[src/rtl/watchdog_defs.sv]
// Shared definitions for the watchdog kicker: FSM encoding and
// counter sizing helper.
package watchdog_defs;

    typedef enum logic [1:0] {
        ST_IDLE   = 2'd0,
        ST_RUN    = 2'd1,
        ST_STARVE = 2'd2
    } wd_state_e;

    function automatic int cnt_width(input int n);
        return (n <= 1) ? 1 : $clog2(n);
    endfunction

endpackage

[src/rtl/watchdog_kicker_if.sv]
// Sense-side bundle between the heartbeat sources and the kicker.
// The kicker is the slave; whoever feeds it is the master.
interface watchdog_kicker_if #(
    parameter int NUM_SOURCES = 4,
    parameter int MAX_MISSES  = 2
);
    localparam int MW = $clog2(MAX_MISSES + 1);

    logic                   tick;
    logic                   enable;
    logic [NUM_SOURCES-1:0] heartbeat;
    logic [NUM_SOURCES-1:0] source_mask;
    logic                   kick;
    logic [NUM_SOURCES-1:0] stalled_mask;
    logic [MW-1:0]          miss_count;
    logic                   starving;

    modport master (
        output tick, enable, heartbeat, source_mask,
        input  kick, stalled_mask, miss_count, starving
    );

    modport slave (
        input  tick, enable, heartbeat, source_mask,
        output kick, stalled_mask, miss_count, starving
    );
endinterface

[src/rtl/heartbeat_activity.sv]
// Per-source toggle detector with sticky "seen" flags that the
// kicker clears at each evaluation or while idle.
module heartbeat_activity #(
    parameter int N = 4
) (
    input  logic         clk,
    input  logic         rst_n,
    input  logic [N-1:0] heartbeat,
    input  logic         clear,
    input  logic         clr_all,
    output logic [N-1:0] hb_edge,
    output logic [N-1:0] seen
);
    logic [N-1:0] hb_q, hb_d;
    logic [N-1:0] seen_q, seen_d;

    // hb_q resets low, so a source already high counts as a toggle.
    always_comb begin
        hb_d    = heartbeat;
        hb_edge = heartbeat ^ hb_q;
        seen_d  = (clear || clr_all) ? '0 : (seen_q | hb_edge);
    end

    always_ff @(posedge clk or negedge rst_n) begin
        if (!rst_n) begin
            hb_q   <= '0;
            seen_q <= '0;
        end else begin
            hb_q   <= hb_d;
            seen_q <= seen_d;
        end
    end

    assign seen = seen_q;
endmodule

[src/rtl/watchdog_kicker.sv]
// Kicks the downstream watchdog once per window when every monitored
// heartbeat toggled; withholds kicks after repeated failed windows.
module watchdog_kicker
    import watchdog_defs::*;
#(
    parameter int NUM_SOURCES = 4,
    parameter int KICK_PERIOD = 8,
    parameter int MAX_MISSES  = 2
) (
    input logic               clk,
    input logic               reset_n,
    watchdog_kicker_if.slave  bus
);
    localparam int N  = NUM_SOURCES;
    localparam int PW = cnt_width(KICK_PERIOD);
    localparam int MW = $clog2(MAX_MISSES + 1);

    wd_state_e       state_q, state_d;
    logic [PW-1:0]   period_q, period_d;
    logic [MW-1:0]   miss_q, miss_d, miss_inc;
    logic [N-1:0]    stalled_q, stalled_d;
    logic            kick_q, kick_d;
    logic            starv_q, starv_d;
    logic            clear, clr_all, ok;
    logic [N-1:0]    hb_edge, seen, act;

    heartbeat_activity #(.N(N)) u_act (
        .clk       (clk),
        .rst_n     (reset_n),
        .heartbeat (bus.heartbeat),
        .clear     (clear),
        .clr_all   (clr_all),
        .hb_edge   (hb_edge),
        .seen      (seen)
    );

    always_comb begin
        state_d   = state_q;
        period_d  = period_q;
        miss_d    = miss_q;
        stalled_d = stalled_q;
        kick_d    = 1'b0;
        starv_d   = 1'b0;
        clear     = 1'b0;
        clr_all   = 1'b0;
        // The evaluation-cycle edge still belongs to the closing window.
        act       = seen | hb_edge;
        ok        = &(act | ~bus.source_mask);
        miss_inc  = (miss_q == MW'(MAX_MISSES)) ? miss_q
                                                 : miss_q + MW'(1);
        if (!bus.enable) begin
            state_d   = ST_IDLE;
            period_d  = '0;
            miss_d    = '0;
            stalled_d = '0;
            clr_all   = 1'b1;
        end else begin
            case (state_q)
                ST_RUN: begin
                    if (bus.tick) begin
                        if (period_q == PW'(KICK_PERIOD - 1)) begin
                            period_d = '0;
                            clear    = 1'b1;
                            if (ok) begin
                                kick_d    = 1'b1;
                                miss_d    = '0;
                                stalled_d = '0;
                            end else begin
                                stalled_d = ~act & bus.source_mask;
                                miss_d    = miss_inc;
                                if (miss_inc == MW'(MAX_MISSES)) begin
                                    state_d = ST_STARVE;
                                    starv_d = 1'b1;
                                end
                            end
                        end else begin
                            period_d = period_q + PW'(1);
                        end
                    end
                end
                ST_STARVE: begin
                    starv_d = 1'b1;
                end
                default: begin
                    state_d   = ST_RUN;
                    period_d  = '0;
                    miss_d    = '0;
                    stalled_d = '0;
                    clr_all   = 1'b1;
                end
            endcase
        end
    end

    always_ff @(posedge clk or negedge reset_n) begin
        if (!reset_n) begin
            state_q   <= ST_IDLE;
            period_q  <= '0;
            miss_q    <= '0;
            stalled_q <= '0;
            kick_q    <= 1'b0;
            starv_q   <= 1'b0;
        end else begin
            state_q   <= state_d;
            period_q  <= period_d;
            miss_q    <= miss_d;
            stalled_q <= stalled_d;
            kick_q    <= kick_d;
            starv_q   <= starv_d;
        end
    end

    assign bus.kick         = kick_q;
    assign bus.stalled_mask = stalled_q;
    assign bus.miss_count   = miss_q;
    assign bus.starving     = starv_q;
endmodule

[src/flat_wrapper.sv]
// flat-port wrapper written by rule: the top's interface ports become plain ports
module watchdog_kicker_flat import watchdog_defs::*;
#(
    parameter int NUM_SOURCES = 4,
    parameter int KICK_PERIOD = 8,
    parameter int MAX_MISSES  = 2
)
  (clk, reset_n, bus_tick, bus_enable, bus_heartbeat, bus_source_mask, bus_kick, bus_stalled_mask, bus_miss_count, bus_starving);
  watchdog_kicker_if #(.NUM_SOURCES(NUM_SOURCES), .MAX_MISSES(MAX_MISSES)) bus_i ();
  input logic clk;
  input logic reset_n;
  input wire logic [$bits(bus_i.tick)-1:0] bus_tick;
  input wire logic [$bits(bus_i.enable)-1:0] bus_enable;
  input wire logic [$bits(bus_i.heartbeat)-1:0] bus_heartbeat;
  input wire logic [$bits(bus_i.source_mask)-1:0] bus_source_mask;
  output wire logic [$bits(bus_i.kick)-1:0] bus_kick;
  output wire logic [$bits(bus_i.stalled_mask)-1:0] bus_stalled_mask;
  output wire logic [$bits(bus_i.miss_count)-1:0] bus_miss_count;
  output wire logic [$bits(bus_i.starving)-1:0] bus_starving;
  assign bus_i.tick = bus_tick;
  assign bus_i.enable = bus_enable;
  assign bus_i.heartbeat = bus_heartbeat;
  assign bus_i.source_mask = bus_source_mask;
  assign bus_kick = bus_i.kick;
  assign bus_stalled_mask = bus_i.stalled_mask;
  assign bus_miss_count = bus_i.miss_count;
  assign bus_starving = bus_i.starving;
  watchdog_kicker #(.NUM_SOURCES(NUM_SOURCES), .KICK_PERIOD(KICK_PERIOD), .MAX_MISSES(MAX_MISSES)) u_core (.clk(clk), .reset_n(reset_n), .bus(bus_i));
endmodule
[config.mk]
export PLATFORM = sky130hd
export DESIGN_NAME = watchdog_kicker_flat
export DESIGN_NICKNAME = d
export VERILOG_FILES = /design/src/rtl/watchdog_defs.sv /design/src/rtl/watchdog_kicker_if.sv /design/src/rtl/heartbeat_activity.sv /design/src/rtl/watchdog_kicker.sv /design/src/flat_wrapper.sv
export SDC_FILE = /design/constraint.sdc
export NUM_CORES = 1
export LEC_CHECK = 0
export ABC_CLOCK_PERIOD_IN_PS = 2000
export CORE_MARGIN = 2
export CORE_UTILIZATION = 30
export CTS_CLUSTER_DIAMETER = 60
export DETAILED_ROUTE_END_ITERATION = 10
export PLACE_DENSITY_LB_ADDON = 0.15
export SLEW_MARGIN = 20
export SYNTH_ARGS = -nofsm -noshare
export SYNTH_HDL_FRONTEND = slang
export SYNTH_SLANG_ARGS = --single-unit
[constraint.sdc]
create_clock -name clk -period 2 [get_ports clk]
set_input_delay 0.2 -clock clk [delete_from_list [all_inputs] [get_ports clk]]
set_output_delay 0.2 -clock clk [all_outputs]
set_load 0.005 [all_outputs]
==> results.md <==
* Drt first pass iters at 4
* Count of cell types in the netlist at 22
* Commonest cells in the netlist: dfrtp_1 (21), nor2_1 (11), nor2b_1 (7), inv_1 (6), ha_1 (5)
* Clock latency on the worst-skew pair at approximately 0.3 ns
* Worst-Margin Slew at 0.477 ns
* CTS HTree Levels at 1
* Run status: finished clean
* Total wire length at about 1.8 mm
* Post-synthesis cell count at 85
* CP Max Fanout at 7
* Yosys reg bits at 21
* Layout Skew at ~0.0039 ns
* CTS Buf Count at 3
* Post-cts resize count at 0
* Worst path arrival time at ~1.9 ns
* Initial antenna violation count at 0
* Post-Syn Area at ~950 um2
* Hold buffers post-CTS at 0
* Crit path launch type: flip-flop
* Required @ worst endpoint at around 2.2 ns
* GR Overflow Total at 0
* Final Hold Vio Count at 0
* Count of input and output buffers at 19
* P&R area growth vs syn at 29.8%
* GP Congestion at 0.835
* Slew Limit Fails at 0
* First-pass GRT wire length at ~3.2 mm
* Layout Utilization at around 40%
* CTS max path bufs at 2
* Largest cells by area after synthesis: dfrtp_1 (55%), ha_1 (6.6%), nor2b_1 (4.6%)
* Synth top area share at between 50% and 60%
* CTS tree: built
* Slew headroom at ~68%
* Post-synth ARST share at 100%
* Final min period at roughly 1.7 ns
* Ant diodes at 0
* Total Routing Usage GR at about an eighth
* Ratio of cells with drive above 1 in the final layout at 7.34%
* Post-synth EDFFs at 0
* Synthesized Nets at about 100
* Design Area, Final at roughly 0.0012 mm2
* Setup_tns at 0 ns
* Die area at roughly 0.0036 mm2
* Final hold slack at 0.224 ns
* YS warnings at 0
* IO Count at 20
* Unrepaired setup endpoints after global routing: false
* Drt drc at 0
* Routed wire per std cell at 12.0 um
* Die Y at between 60 and 70 um
* Setup bufs post-CTS at 0
* Sequential area share after synthesis at between 50% and 60%
* Vias in the first global route at slightly below 700
* Leakage at between 0.0005 and 0.0006 uW
* F_max at approximately 590 MHz
* Worst path slowest cell: dfrtp_1
* Hold WC Path Type: in -> async
* CP most frequent cell: ha_1
* Top-count cell post-synth: dfrtp_1
* Die W at roughly 60 um
* VDD IR max at 0.000297 V
* Cell Area, Placed at between 0.001 and 0.0015 mm2
* Via count at 680
* Cell Rows at 20
* Placed insts at around 150
* PwrDens at approximately 600 mW/mm2
* WS Path Type: reg -> reg
* Max Cap Viol at 0
* Core ar. at between 0.003 and 0.004 mm2
* Vias per cell at between 4 and 5
* Clk pin slew, worst setup/hold paths at approximately 0.12 ns
* CP max stage delay at 0.43 ns
* Critical path, cell by cell: ha_1 -> ha_1 -> and3_1 -> nand2_1 -> nor2_1 -> buf_4 -> a32o_1
* Iteration-0 DRC Markers at 14
* Top_reg_cell synth: dfrtp_1
* Non-Filler Instances at around 150
* # fillers at just under 300
* Yosys top cell by area: dfrtp_1
* Pin count of the biggest net entering global routing at 22
* Root buffer cell: clkbuf_4
* Final setup fails at 0
* Crit path capture type: flip-flop
* Final HPWL DP at 1.32 mm
* CTS sink cnt at 21
* Final period utilization at a little over four fifths
* Net count reported at finish at roughly 130
* ANT nets after route at 0
* Synth Area per Inst at 11.2 um2
* Initial Utilization at between 30% and 40%
==> layout make-up <==
| cell class | instances | area [um2] | area share (%) |
|---|---|---|---|
| clock buffer | 3 | 22.5 | 1.82 |
| clock inverter | 1 | 5.00 | 0.404 |
| inverter | 6 | 22.5 | 1.82 |
| multi-input combinational | 57 | 402 | 32.5 |
| sequential | 21 | 526 | 42.5 |
| tap | 44 | 55.1 | 4.45 |
| timing repair buffer | 21 | 205 | 16.6 |
==> per-layer routing <==
| metal | global-route usage, % | wire, um |
|---|---|---|
| met1 | 18.1 | 941 |
| met2 | 17.2 | 835 |
| met3 | 1.92 | 45 |
| met4 | 6.67 | 15 |
| met5 | 0 | 0 |
==> state kept, by name, summed over array words and instances (netlist names) <==
name / cells
u_core.bus.stalled_mask: 4
u_core.u_act.hb_q: 4
u_core.u_act.seen: 4
u_core.period_q: 3
u_core.bus.miss_count: 2
u_core.state_q: 2
u_core.bus.kick: 1
u_core.bus.starving: 1
==> path summary, 6_finish.rpt <==
| kind | start | cells past startpoint | slack (ns) | end |
|---|---|---|---|---|
| hold / removal | reset_n | 2 | 0.22 | u_core.u_act.hb_q[1] |
| setup reg to reg | u_core.period_q[0] | 7 | 0.31 | u_core.bus.stalled_mask[3] |
| hold reg to reg | u_core.u_act.seen[0] | 2 | 0.51 | u_core.u_act.seen[0] |
| max in group asynchronous | reset_n | 2 | 1.57 | u_core.period_q[2] |
| min in group clk | bus_heartbeat[0] | 1 | 0.38 | u_core.u_act.hb_q[0] |
| setup / recovery | u_core.period_q[0] | 7 | 0.31 | u_core.bus.stalled_mask[3] |
==> report_power, final <==
part	switching, uW	internal, uW	leakage [uW]	total [uW]
Combinational	45.1	40.0	0.000243	85.0
Sequential	6.05	435	0.000280	441
Clock	132	74.5	0.0000177	206
Total	183	550	0.000541	733
==> cell usage in the layout, fill, tap and decap left out, drive strengths merged <==
master and instances:
a2111o 1, a21boi 1, a22o 4, a31oi 1, dfrtp 21, xor2 4, nor2 11, nand2 3
clkinv 1, nor2b 7, clkdlybuf4s50 19, nand3b 2, ha 5, nand2b 1, a21oi 1, clkbuf 3
a22oi 2, o21ai 4, inv 6, buf 2, nor4b 1, and3 2, nor3b 3, a32o 4
==> critical path: cells and delay by family (launching register included) <==
family | cells | cell delay (ns)
flip-flops | 1 | 0.43
AO/OA/AOI/OAI | 1 | 0.26
adder cells (fa/ha/maj) | 2 | 0.42
AND/OR/NAND/NOR | 3 | 0.32
buffers and inverters | 1 | 0.17
==> logic make-up after synthesis <==
logic type / synth area share [%]
flip-flops: 55.1
AND/OR/NAND/NOR: 16.9
adder cells (fa/ha/maj): 6.56
XOR/XNOR: 3.67
buffers and inverters: 2.76
AO/OA/AOI/OAI: 15.0
==> through the flow <==
stage / total power [uW] / setup WS [ns]
after detailed placement: 536 / 0.127
after global placement: 535 / 0.165
after CTS: 743 / 0.290
after floorplan: 489 / 0.529
after global routing: 779 / 0.161
final: 733 / 0.307
Power figures use the tool's default switching activity.
